==> config.mk <==
export PLATFORM = sky130hd
export DESIGN_NAME = fpaddsub_align_shift_pipe
export DESIGN_NICKNAME = d
export VERILOG_FILES = /design/src/rtl/fpaddsub_align_shift_pipe.sv
export SDC_FILE = /design/constraint.sdc
export NUM_CORES = 1
export LEC_CHECK = 0
export BUFFER_PORTS_ARGS = -buffer_cell sky130_fd_sc_hd__buf_4
export CORE_MARGIN = 3
export CORE_UTILIZATION = 50
export DETAILED_ROUTE_END_ITERATION = 10
export PLACE_DENSITY_LB_ADDON = 0.15
export SLEW_MARGIN = 5
export SYNTH_ARGS = -nofsm -noshare
export SYNTH_HDL_FRONTEND = slang
export SYNTH_SLANG_ARGS = --single-unit
==> constraint.sdc <==
create_clock -name clk -period 1.94 [get_ports clk]
set_clock_uncertainty 0.2 [all_clocks]
set_input_delay 0.194 -clock clk [delete_from_list [all_inputs] [get_ports clk]]
set_output_delay 0.194 -clock clk [all_outputs]
set_load 0.02 [all_outputs]
==> src/rtl/fpaddsub_align_shift_pipe.sv <==
// Alignment shifter for the FP add/sub datapath: shifts the smaller significand right and produces guard/round/sticky.
// Define FPADDSUB_ALIGN_DENORM_EN to add a hidden_in port that replaces the constant hidden bit.
module fpaddsub_align_shift_pipe #(
  parameter int MANT_W  = 23,
  parameter int SHIFT_W = 5,
  parameter int STAGES  = 2
) (
  input  logic               clk,
  input  logic               rst,
  input  logic               in_valid,
  output logic               in_ready,
  input  logic [MANT_W-1:0]  mant_in,
`ifdef FPADDSUB_ALIGN_DENORM_EN
  input  logic               hidden_in,
`endif
  input  logic [SHIFT_W-1:0] shift_in,
  output logic               out_valid,
  input  logic               out_ready,
  output logic [MANT_W:0]    mmin_out,
  output logic               guard_out,
  output logic               round_out,
  output logic               sticky_out
);

  localparam int W = MANT_W + 3;

  logic               hid;
  logic [W-1:0]       ext;
  logic [SHIFT_W-1:0] coarse;
  logic               sat_in;
  logic [W-1:0]       c_data;
  logic               c_sticky;

`ifdef FPADDSUB_ALIGN_DENORM_EN
  assign hid = hidden_in;
`else
  assign hid = 1'b1;
`endif

  assign ext    = {hid, mant_in, 2'b00};
  assign coarse = {shift_in[SHIFT_W-1:2], 2'b00};
  assign sat_in = 32'(shift_in) >= 32'(W);

  // Saturated beats are reduced to zero data here, with every significand bit folded into sticky.
  always_comb begin
    c_data   = ext >> coarse;
    c_sticky = |(ext & ~({W{1'b1}} << coarse));
    if (sat_in) begin
      c_data   = '0;
      c_sticky = |ext;
    end
  end

  logic         rdy_q;
  logic         out_adv;
  logic         mid_valid;
  logic [W-1:0] p_data;
  logic         p_sticky;
  logic [1:0]   p_fine;
  logic         p_sat;

  assign out_adv = !out_valid || out_ready;

  // Holds in_ready low until the first edge after reset release.
  always_ff @(posedge clk or negedge rst) begin
    if (!rst) rdy_q <= 1'b0;
    else      rdy_q <= 1'b1;
  end

  generate
    if (STAGES == 2) begin : g_two
      logic s1_valid;

      assign in_ready  = rdy_q && (!s1_valid || out_adv);
      assign mid_valid = s1_valid;

      always_ff @(posedge clk or negedge rst) begin
        if (!rst) begin
          s1_valid <= 1'b0;
          p_data   <= '0;
          p_sticky <= 1'b0;
          p_fine   <= 2'b00;
          p_sat    <= 1'b0;
        end else if (in_ready) begin
          s1_valid <= in_valid;
          if (in_valid) begin
            p_data   <= c_data;
            p_sticky <= c_sticky;
            p_fine   <= shift_in[1:0];
            p_sat    <= sat_in;
          end
        end
      end
    end else begin : g_one
      assign in_ready  = rdy_q && out_adv;
      assign mid_valid = in_valid && in_ready;
      assign p_data    = c_data;
      assign p_sticky  = c_sticky;
      assign p_fine    = shift_in[1:0];
      assign p_sat     = sat_in;
    end
  endgenerate

  logic [W-1:0] f_data;
  logic         f_sticky;

  always_comb begin
    f_data   = p_data >> p_fine;
    f_sticky = p_sticky | (|(p_data & ~({W{1'b1}} << p_fine)));
    if (p_sat) begin
      f_data   = '0;
      f_sticky = p_sticky;
    end
  end

  // Output data only changes on a load, so it stays put while stalled.
  always_ff @(posedge clk or negedge rst) begin
    if (!rst) begin
      out_valid  <= 1'b0;
      mmin_out   <= '0;
      guard_out  <= 1'b0;
      round_out  <= 1'b0;
      sticky_out <= 1'b0;
    end else if (out_adv) begin
      out_valid <= mid_valid;
      if (mid_valid) begin
        mmin_out   <= f_data[W-1:2];
        guard_out  <= f_data[1];
        round_out  <= f_data[0];
        sticky_out <= f_sticky;
      end
    end
  end

endmodule

### After elaboration in Yosys (flattened, before gate mapping)

Cells that the tools add are included.

| storage, ports and cells | value |
|---|---|
| flip-flop bits (word level) | 60 |
| input port bits | 32 |
| output and inout port bits | 29 |
| logic and storage cells | 34 |

| cells by class | value |
|---|---|
| magnitude comparators | 1 |
| shift-type cells | 4 |
| mux-type cells | 4 |
| bitwise operators | 5 |
| reductions and logical operators | 9 |

Operators with widths:

| cell | number |
|---|---|
| AND 26 bit | 2 |
| two-way mux 26 bit | 2 |
| NOT 26 bit | 2 |
| OR reduction 26 bit | 2 |
| << shifter 26 x 2 -> 26 bit, first input constant | 1 |
| << shifter 26 x 5 -> 26 bit, first input constant | 1 |
| right shift 26 x 2 -> 26 bit | 1 |
| right shift 26 x 5 -> 26 bit | 1 |
| greater-or-equal comparator 5 bit, second input constant | 1 |
| AND reduction 2 bit | 2 |
| zero test 1 bit | 2 |
| logical OR 1 bit | 2 |
| two-way mux 1 bit | 2 |
| logical AND 1 bit | 1 |
| OR 1 bit | 1 |

### Longest topological paths before layout

| depth | value |
|---|---|
| word-level depth | 6 |
| depth in mapped cells | 7 |

### Worst setup path before layout

Ideal clock, no wire load.

| path | value |
|---|---|
| kind | register to register |
| start | register p_fine[0] |
| end | register mmin_out[20] |
| setup time | 0.122 ns |
| data arrival time | 1.286 ns |
| slack | 0.333 ns |
| stages on the path, launching flop included | 6 |
| path buffers | 3 |
| period minus slack after synthesis | 1.607 ns |
| path through | dfrtp_1 buf_6 buf_12 buf_6 a211o_1 a32o_1 |

| on the way | value |
|---|---|
| cells in the longest elaborated chain, start to end | 2 |

Ends and longest elaborated chain:

| what | RTL line | text |
|---|---|---|
| from (decl) | 59 | `logic [1:0] p_fine;` |
| from (signal assigned) | 89 | `p_fine <= shift_in[1:0];` |
| right shift 26 x 2 -> 26 bit | 108 | `f_data = p_data >> p_fine;` |
| two-way mux 26 bit | 110 | `if (p_sat) begin` |
| to (signal assigned) | 127 | `mmin_out <= f_data[W-1:2];` |
| to (decl) | 19 | `output logic [MANT_W:0] mmin_out,` |

Every way passes these cells.
A chain may end at the register's enable or synchronous reset.

### Final worst setup path

| path | value |
|---|---|
| start | input out_ready |
| end | output in_ready |

| on the way | value |
|---|---|
| cells in the longest elaborated chain, start to end | 3 |

Ends and longest elaborated chain:

| what | RTL line | text |
|---|---|---|
| from (decl) | 18 | `input logic out_ready,` |
| logical OR 1 bit | 62 | `assign out_adv = !out_valid \|\| out_ready;` |
| logical OR 1 bit | 74 | `assign in_ready = rdy_q && (!s1_valid \|\| out_adv);` |
| logical AND 1 bit | 74 |  |
| to (decl) | 11 | `output logic in_ready,` |

Every way passes these cells.

==> results.sh <==
export IMPL_status="finished, final reports clean"
export IMPL_endpoint_kind="output pin"
export IMPL_grt_max_degree=61
export IMPL_seqPwrFrac_pct=41.5
export IMPL_cts_tree="done"
export IMPL_cts_setup_buffers=0
export IMPL_clk_pin_slew_worst_paths_ns=0.06
export IMPL_dr_total_vias=2753
export IMPL_crit_type="in -> out"
export IMPL_place_hpwl_um=6160
export IMPL_die_y_um=89.3
export IMPL_final_nets=415
export IMPL_start_kind="input port"
export IMPL_drt_iter0_markers=156
export IMPL_routed_wl_um=8450
export IMPL_min_path_type="in -> reg"
export IMPL_root_buffer="clkbuf_8"
export IMPL_ys_warn_count=0
export IMPL_dp_cells=438
export IMPL_drc=0
export IMPL_startpoint="out_ready"
export IMPL_overflow=0
export IMPL_timing_rr_start="p_fine[1]$_DFFE_PN0P_"
export IMPL_drive_gt1_share_pct=27.4
export IMPL_layout_common_cells="buf_4 (70), dfrtp_1 (60), nand2_1 (47)"
export IMPL_synth_edf_count=0
export IMPL_first_global_vias=2802
export IMPL_timing_setup_tns_ns=0
export IMPL_drt_antenna_violating_nets=0
export IMPL_diodes=0
export IMPL_worst_pin_slew_ns=0.736
export IMPL_synth_nets=348
export IMPL_fmax_mhz=541
export IMPL_synth_async_reset_ratio_pct=100
export IMPL_fin_hold_ws_ns=0.0631
export IMPL_crit_arrival_ns=1.45
export IMPL_viasPerCell=5.93
export IMPL_leakagePower_uw=0.00198
export IMPL_grt_usage_pct=23.3
export IMPL_cts_sinks=60
export IMPL_num_io_pins=61
export IMPL_clkPwrFrac_pct=27.1
export IMPL_dr_pass1_iters=4
export IMPL_dieWidth_um=89.3
export IMPL_power_density_nw_per_um2=953
export IMPL_instances_no_fill=464
export IMPL_cts_repair_resized=0
export IMPL_p_sw_uw=1310
export IMPL_synthesis_area_sq_um=3470
export IMPL_top_regs="p_data: 26 flops, mmin_out: 24 flops, p_fine: 2 flops"
export IMPL_io_buffers=60
export IMPL_grt_pass1_wl_um=13900
export IMPL_crit_fanout=4
export IMPL_rsz0062_at_grt="no"
export IMPL_yosysUniqueCellTypes=45
export IMPL_critPathCapture="in_ready"
export IMPL_clock_latency_ns=0.34
export IMPL_worstPathRequired_ns=1.55
export IMPL_final_hold_viol_count=0
export IMPL_fin_util_pct=65.0
export IMPL_antenna_found_initial=0
export IMPL_wire_per_inst_um=18.2
export IMPL_largest_register="p_data"
export IMPL_area_delta_synth_final_pct=22.3
export IMPL_max_cap_viol_count=0
export IMPL_start_util_pct=53.2
export IMPL_clk_path_buf_depth=2
export IMPL_yosysSeqAreaShare_pct=43.2
export IMPL_globalplace_congestion=0.913
export IMPL_r2r_end="mmin_out[14]$_DFFE_PN0P_"
export IMPL_timing_final_crit_period_ns=1.85
export IMPL_yosys_register_bits=60
export IMPL_synthCells=316
export IMPL_internal_power_uw=2740
export IMPL_ff2ff_path_depth=2
export IMPL_combPwrFrac_pct=31.4
export IMPL_syn_area_per_cell_sq_um=11.0
export IMPL_ir_worst_vdd_mv=0.374
export IMPL_finalCritPeriodShare_pct=95.3
export IMPL_drv_slew=0
export IMPL_largest_reg_flops=26
export IMPL_cts_max_level=3
export IMPL_core_area_sq_um=6530
export IMPL_slew_headroom_pct=51.0
export IMPL_cts_hold_buf=11
export IMPL_die_area_sq_um=7980
export IMPL_mostFrequentLayoutCell="buf_4"
export IMPL_r2r_slack_ns=0.15
export IMPL_cts_buffers=9
export IMPL_setup_viol=0
export IMPL_synth_ff_type="dfrtp_1"
export IMPL_rows=29
export IMPL_netSwitchingFraction_pct=32.4
## per-layer routing
layer / track usage, % / vias up / wire (um)
met5: 0 / - / 0
met2: 36.3 / 87 / 3980
met3: 4.98 / 13 / 456
met4: 10.7 / 0 / 169
li1: - / 1333 / -
met1: 31.1 / 1320 / 3840
## power groups by stage
stage                     clock network, uW  logic, uW  registers (uW)
after floorplan                           0        711            1790
after global placement                    0       1240            1690
after detailed placement                  0       1260            1700
after CTS                              1120       1280            1680
after global routing                   1180       1380            1720
final                                  1100       1270            1680
## kinds of logic after synthesis
logic type / count (synthesis) / synth area share, %
compound gates: 90 / 18.7
buf+inv: 30 / 5.26
flops: 60 / 43.2
mux: 46 / 21.5
other cells: 1 / 0.108
simple gates: 89 / 11.2
## cells in the mapped netlist (all sizes together) (2+ instances only)
cell / n / area share [%]
a211o: 4 / 1.0
a211oi: 2 / 0.43
a21oi: 9 / 1.3
a221oi: 3 / 0.76
a22o: 29 / 7.3
a31oi: 2 / 0.36
a32o: 2 / 0.58
a32oi: 2 / 0.50
and2: 3 / 0.54
and3: 2 / 0.36
buf: 18 / 4.0
clkbuf: 8 / 0.86
dfrtp: 60 / 43
inv: 3 / 0.32
mux2: 6 / 2.1
mux2i: 20 / 5.8
mux4: 20 / 14
nand2: 47 / 5.1
nand2b: 2 / 0.36
nand3: 4 / 0.58
nor2: 18 / 1.9
nor2b: 5 / 0.90
nor4: 5 / 0.90
o21ai: 27 / 3.9
o41ai: 3 / 0.76
## worst max-delay path, stage by stage
cell           delay [ns]
dlygate4sd3_1        0.55
buf_4                0.14
nand3b_1             0.21
and2_1               0.21
buf_4                0.16
## how the worst min path moves through the flow
stage	from	end	cells after the start
2_1_floorplan	rst	g_two.s1_valid$_DFFE_PN0P_	0
3_3_place_gp	rst	guard_out$_DFFE_PN0P_	1
3_5_place_dp	rst	round_out$_DFFE_PN0P_	1
4_1_cts	in_valid	p_data[0]$_DFFE_PN0P_	3
5_1_grt	in_valid	p_data[1]$_DFFE_PN0P_	3
6_report	in_valid	p_data[0]$_DFFE_PN0P_	3
## layout make-up
cell class              count  area, sq um
inverters                   4         15.0
repair buffers             82          656
clock buffers              10          138
well taps                  77         96.3
clock inverters             5         52.6
multi-input cells         226         1790
fillers                   544         2280
flip-flops and latches     60         1500
## metrics by stage
stage          worst slack [ns]  area (sq um)  total power, uW
3_5_place_dp              0.146          3950             2960
4_1_cts                   0.120          4250             4080
2_1_floorplan             0.333          3470             2500
3_3_place_gp              0.198          3950             2920
5_1_grt                  0.0251          4250             4290
6_report                 0.0914          4250             4050
Note: power is estimated with default switching activity, not from simulation.
